===== src/rtl/led18_fx_pkg.sv =====
// led18_fx_pkg: shared widths, mode encodings and FSM states for the LED effects driver
package led18_fx_pkg;
  localparam int LED_W = 18;
  localparam logic [1:0] MODE_PASS   = 2'd0;
  localparam logic [1:0] MODE_BLINK  = 2'd1;
  localparam logic [1:0] MODE_ROTATE = 2'd2;
  localparam logic [1:0] MODE_BOUNCE = 2'd3;
  typedef enum logic [2:0] {S_PASS, S_BLINK_ON, S_BLINK_OFF, S_ROT, S_BNC_L, S_BNC_R} state_t;
  function automatic state_t entry_state(input logic [1:0] m);
    return m == MODE_BLINK ? S_BLINK_ON : m == MODE_ROTATE ? S_ROT : m == MODE_BOUNCE ? S_BNC_L : S_PASS;
  endfunction
endpackage


===== src/rtl/led18_fx_tick.sv =====
// led18_fx_tick: base-tick prescaler plus step counter; step fires once count reaches rate
module led18_fx_tick #(
  parameter int BASE_DIV = 50000
) (
  input  logic       clk,
  input  logic       reset_n,
  input  logic       clear,
  input  logic [3:0] rate,
  output logic       step
);
  localparam int PW = $clog2(BASE_DIV);
  logic [PW-1:0] pre;
  logic [3:0] cnt;
  logic base;
  assign base = pre == PW'(BASE_DIV - 1);
  // >= rather than == so that lowering rate mid-period fires at the next base tick
  assign step = base && cnt >= rate;
  always_ff @(posedge clk or negedge reset_n)
    if (!reset_n) begin
      pre <= '0;
      cnt <= '0;
    end else if (clear) begin
      pre <= '0;
      cnt <= '0;
    end else begin
      pre <= base ? '0 : pre + 1'b1;
      if (base) cnt <= step ? '0 : cnt + 1'b1;
    end
endmodule


===== src/rtl/led18_fx.sv =====
// led18_fx: static/blink/rotate/bounce effects for the 18-LED bank
// Optional PWM brightness via `LED18_FX_PWM_EN (adds the bright port).
module led18_fx
  import led18_fx_pkg::*;
#(
  parameter int BASE_DIV = 50000
) (
  input  logic             clk,
  input  logic             reset_n,
  input  logic [LED_W-1:0] pattern_in,
  input  logic [1:0]       mode,
  input  logic [3:0]       rate,
`ifdef LED18_FX_PWM_EN
  input  logic [3:0]       bright,
`endif
  output logic [LED_W-1:0] led_out,
  output logic             step_out
);
  state_t state;
  logic [LED_W-1:0] shreg, prev_pat, fx;
  logic [1:0] prev_mode;
  logic reload, step, hold;
  assign reload = pattern_in != prev_pat || mode != prev_mode;
  assign hold = shreg[LED_W-1] & shreg[0];
  assign fx = state == S_PASS ? pattern_in : state == S_BLINK_OFF ? '0 : shreg;
  led18_fx_tick #(.BASE_DIV(BASE_DIV)) u_tick (
    .clk(clk), .reset_n(reset_n), .clear(reload), .rate(rate), .step(step)
  );
  always_ff @(posedge clk or negedge reset_n)
    if (!reset_n) begin
      state     <= S_PASS;
      shreg     <= '0;
      prev_pat  <= '0;
      prev_mode <= MODE_PASS;
      step_out  <= 1'b0;
    end else begin
      prev_pat  <= pattern_in;
      prev_mode <= mode;
      step_out  <= step & ~reload;
      if (reload) begin
        shreg <= pattern_in;
        state <= entry_state(mode);
      end else if (step) begin
        case (state)
          S_BLINK_ON:  state <= S_BLINK_OFF;
          S_BLINK_OFF: state <= S_BLINK_ON;
          S_ROT:       shreg <= {shreg[LED_W-2:0], shreg[LED_W-1]};
          S_BNC_L:
            if (!hold) begin
              if (shreg[LED_W-1]) begin
                state <= S_BNC_R;
                shreg <= shreg >> 1;
              end else shreg <= shreg << 1;
            end
          S_BNC_R:
            if (!hold) begin
              if (shreg[0]) begin
                state <= S_BNC_L;
                shreg <= shreg << 1;
              end else shreg <= shreg >> 1;
            end
          default: ;
        endcase
      end
    end
`ifdef LED18_FX_PWM_EN
  logic [3:0] pwm_cnt;
  always_ff @(posedge clk or negedge reset_n)
    if (!reset_n) begin
      pwm_cnt <= '0;
      led_out <= '0;
    end else begin
      pwm_cnt <= pwm_cnt == 4'd14 ? '0 : pwm_cnt + 1'b1;
      led_out <= fx & {LED_W{pwm_cnt < bright}};
    end
`else
  always_ff @(posedge clk or negedge reset_n)
    if (!reset_n) led_out <= '0;
    else led_out <= fx;
`endif
endmodule


===== config.mk =====
export PLATFORM = sky130hd
export DESIGN_NAME = led18_fx
export DESIGN_NICKNAME = d
export VERILOG_FILES = /design/src/rtl/led18_fx_pkg.sv /design/src/rtl/led18_fx_tick.sv /design/src/rtl/led18_fx.sv
export SDC_FILE = /design/constraint.sdc
export NUM_CORES = 1
export LEC_CHECK = 0
export BUFFER_PORTS_ARGS = -buffer_cell sky130_fd_sc_hd__buf_2
export CAP_MARGIN = 40
export CORE_MARGIN = 5
export CORE_UTILIZATION = 50
export CTS_CLUSTER_DIAMETER = 50
export DETAILED_ROUTE_END_ITERATION = 8
export GPL_ROUTABILITY_DRIVEN = 1
export HOLD_SLACK_MARGIN = 0.15
export MAX_ROUTING_LAYER = met4
export PLACE_DENSITY_LB_ADDON = 0.1
export SETUP_SLACK_MARGIN = 0.5
export SYNTH_ARGS = -nofsm -noshare
export SYNTH_HDL_FRONTEND = slang
export SYNTH_HIERARCHICAL = 1
export SYNTH_SLANG_ARGS = --single-unit

===== constraint.sdc =====
create_clock -name clk -period 3.23 [get_ports clk]
set_input_delay 0.323 -clock clk [delete_from_list [all_inputs] [get_ports clk]]
set_output_delay 0.323 -clock clk [all_outputs]
set_load 0.05 [all_outputs]

==> impl_metrics.csv <==
group,metric,value,unit
clock_network,root_buffer,"clkbuf_8",
drt,detail_route.wl_per_cell,15.15,µm
status,status,"finished, final reports clean",
sta,finalHoldViolCount,0,
logic_synthesis,syn_area,4091,µm²
logic_synthesis,synth-main-ff-cell,"dfrtp_1",
die,die_w,100.5,µm
drt,drc,0,
clock_network,cts_tree,"yes",
critical_path,crit_arrival,2.87,ns
final_layout,ff_latch_area,2003,µm²
critical_path,rrSetupSlack,0.58,ns
die,fp.dieH,100.5,µm
clock_network,cts.sinks,80,
critical_path,critical_path_required,3.45,ns
final_layout,final_area,4951,µm²
logic_synthesis,yosys.area.top_type,"dfrtp_1",
clock_network,htreeDepth,3,
global_route,grt_max_degree,67,
sta,clock.fmax,377.2,MHz
die,rows,33,
logic_synthesis,syn_area_per_cell,11.46,µm²
sta,setup_tns,0,ns
logic_synthesis,synth_cells,357,
sta,rsz0062_at_grt,"no",
die,ioPinCount,45,
logic_synthesis,async_reset_ff_share,100.0,%
placed_design,port_buffers,44,
global_route,overflow,0,
clock_network,clk_pin_slew_worst_paths,0.08,ns
run,cap_violations,0,
die,die_area,10090,µm²
logic_synthesis,yosysMostFrequentCell,"dfrtp_1",
critical_path,setup.worst_path.end_class,"flip-flop",
power_and_ir_drop,power_leakage,2.233,nW
drt,antenna_left,0,
clock_network,clockBufferDepth,2,
critical_path,reg2reg_to,"shreg[8]$_DFFE_PN0P_",
global_route,grt_pass1_wl,13460,µm
logic_synthesis,ys_warn_count,6,
final_layout,antenna_cells,0,
final_layout,final_util,61.18,%
logic_synthesis,ys_seq_elements,80,
power_and_ir_drop,p_per_area,451.3,nW/µm²
logic_synthesis,synth.net_count,391,
placed_design,dp.final_hpwl,5259,µm
global_route,grt_pass1_vias,2755,
sta,worst_slew_pin_slew,0.6646,ns
critical_path,crit_fanout,9,
critical_path,start_kind,"flip-flop",
global_route,grt.total_usage,17.53,%
global_route,antenna_found_initial,0,
clock_network,cts_made_buffers,9,
logic_synthesis,synthTopCellsByArea,"dfrtp_1 49%, mux2_2 8.5%, mux2_4 5.1%",
logic_synthesis,ys_top_cells_by_count,"80 x dfrtp_1, 31 x mux2_2, 25 x nand2_1",
final_layout,multiInputGateArea,2019,µm²
placed_design,place_area,4438,µm²
power_and_ir_drop,ir_drop,262.5,µV
logic_synthesis,ys_types,50,
min_path,hold_class,"in2reg",
critical_path,ff2ff_path_depth,7,
final_layout,fin_nets,464,
drt,drtIter0Drc,70,
drt,dr_total_vias,2768,
sta,setup_viol,0,
critical_path,r2r_start,"u_tick/pre[4]$_DFF_PN0_",
sta,drv_slew,0,
die,initial_core_util,50.56,%
drt,viasPerCell,5.135,
logic_synthesis,yosysTopAreaCellShare,48.93,%
critical_path,crit_start,"u_tick/pre[4]$_DFF_PN0_",
sta,slew_headroom,55.48,%
placed_design,place_congestion,0.8167,
sta,finalCritPeriodShare,82.08,%
final_layout,num-fill-cells,691,
final_layout,drive_gt1_share,32.26,%
sta,layout_min_cycle_time,2.651,ns
drt,firstDrtPassIters,4,
logic_synthesis,ys_seq_area_share,48.93,%
sta,clock_skew,0.009600,ns
drt,wirelength,8167,µm
die,coreArea,8093,µm²
critical_path,endpoint,"shreg[8]$_DFFE_PN0P_",
final_layout,area_delta_synth_final,21.01,%
critical_path,crit_type,"reg2reg",
logic_synthesis,synth_edf_count,0,
clock_network,clk_latency,0.34,ns
-- state kept, by name, summed over array words and instances, names as in the netlist --
register / cells
shreg: 18
step_out: 1
state: 3
led_out: 18
u_tick/cnt: 4
u_tick/pre: 16
prev_pat: 18
prev_mode: 2
-- how the worst min path moves through the flow --
stage,start,end,slack (ns),depth (start not counted)
2_1_floorplan,reset_n,led_out[0]$_DFF_PN0_,0.03,0
3_3_place_gp,pattern_in[17],prev_pat[17]$_DFF_PN0_,0.49,1
3_5_place_dp,reset_n,u_tick/cnt[3]$_DFFE_PN0P_,0.21,1
4_1_cts,pattern_in[5],prev_pat[5]$_DFF_PN0_,0.16,1
5_1_grt,pattern_in[5],prev_pat[5]$_DFF_PN0_,0.15,1
6_report,pattern_in[5],prev_pat[5]$_DFF_PN0_,0.18,1
-- critical path: stages, from the launching register on --
cell	delay, ns
dfrtp_2	0.43
or4bb_4	0.57
or4_4	0.52
nor3_4	0.18
buf_6	0.16
o21ai_4	0.13
mux2_2	0.31
mux2_2	0.25
-- repair_timing --
item,CTS,global route
gates resized for setup,1,6
endpoints found under the setup margin,16,18
cloned,1,1
setup buffers,2,7
pin swaps,1,1
endpoints found under the hold margin,31,0
hold buffers,18,0
-- power breakdown --
part	switching, mW	internal, mW	leakage (nW)	total (mW)
clock	0.343	0.473	0.112	0.816
sequential	0.0302	1.05	0.990	1.08
combinational	0.212	0.124	1.13	0.336
total	0.585	1.65	2.23	2.23
-- layout by cell type, fill, tap and decap left out, types with 2 or more instances in the layout --
master and count:
or3_1 3, nor4_1 8, xnor2_1 18, clkbuf_8 11
mux2i_1 4, nand3_1 6, o21ai_4 2, buf_2 43
nand4_1 7, mux2_1 3, or2_2 2, nor3_4 2
mux2_4 15, inv_1 14, mux2_2 31, nand2_1 25
o211ai_1 2, bufinv_16 2, xor2_1 16, buf_4 12
dlygate4sd3_1 18, nand2b_1 22, o21ai_0 22, dfrtp_1 79
ha_1 7, or3b_2 2, nor2_1 21, a21oi_1 5
-- cells by family after synthesis --
| logic type | count (synthesis) | synth area share (%) |
|---|---|---|
| buf+inv | 29 | 3.456 |
| compound gates | 41 | 6.575 |
| flops | 80 | 48.93 |
| mux | 53 | 15.75 |
| fa+ha+maj | 8 | 2.447 |
| simple gates | 112 | 15.57 |
| xor+xnor | 34 | 7.278 |
-- metrics by stage --
stage | setup slack (ns) | cells | hold WS (ns) | power (mW)
2_1_floorplan | 0.5514 | 357 | 0.02741 | 1.316
3_3_place_gp | 0.4904 | 494 | 0.4852 | 1.417
3_5_place_dp | 0.4524 | 495 | 0.2055 | 1.425
4_1_cts | 0.5013 | 531 | 0.1612 | 2.259
5_1_grt | 0.4976 | 539 | 0.1517 | 2.336
6_report | 0.5787 | 539 | 0.1780 | 2.235
-- area by class of cell --
type | instances | share of cell area [%]
Clock inverter | 3 | 1.314
Multi-Input combinational cell | 250 | 40.79
Clock buffer | 12 | 3.134
Sequential cell | 80 | 40.46
Inverter | 14 | 1.061
Timing Repair Buffer | 75 | 10.59
Tap cell | 105 | 2.654
-- per-layer routing --
layer | track usage [%] | wire length [µm] | vias up
li1 | - | - | 1375
met1 | 22.55 | 3772 | 1340
met2 | 27.93 | 4024 | 47
met3 | 3.253 | 286 | 6
met4 | 6.218 | 84 | 0
met5 | - | 0 | -
Power figures use the tool's default switching activity.
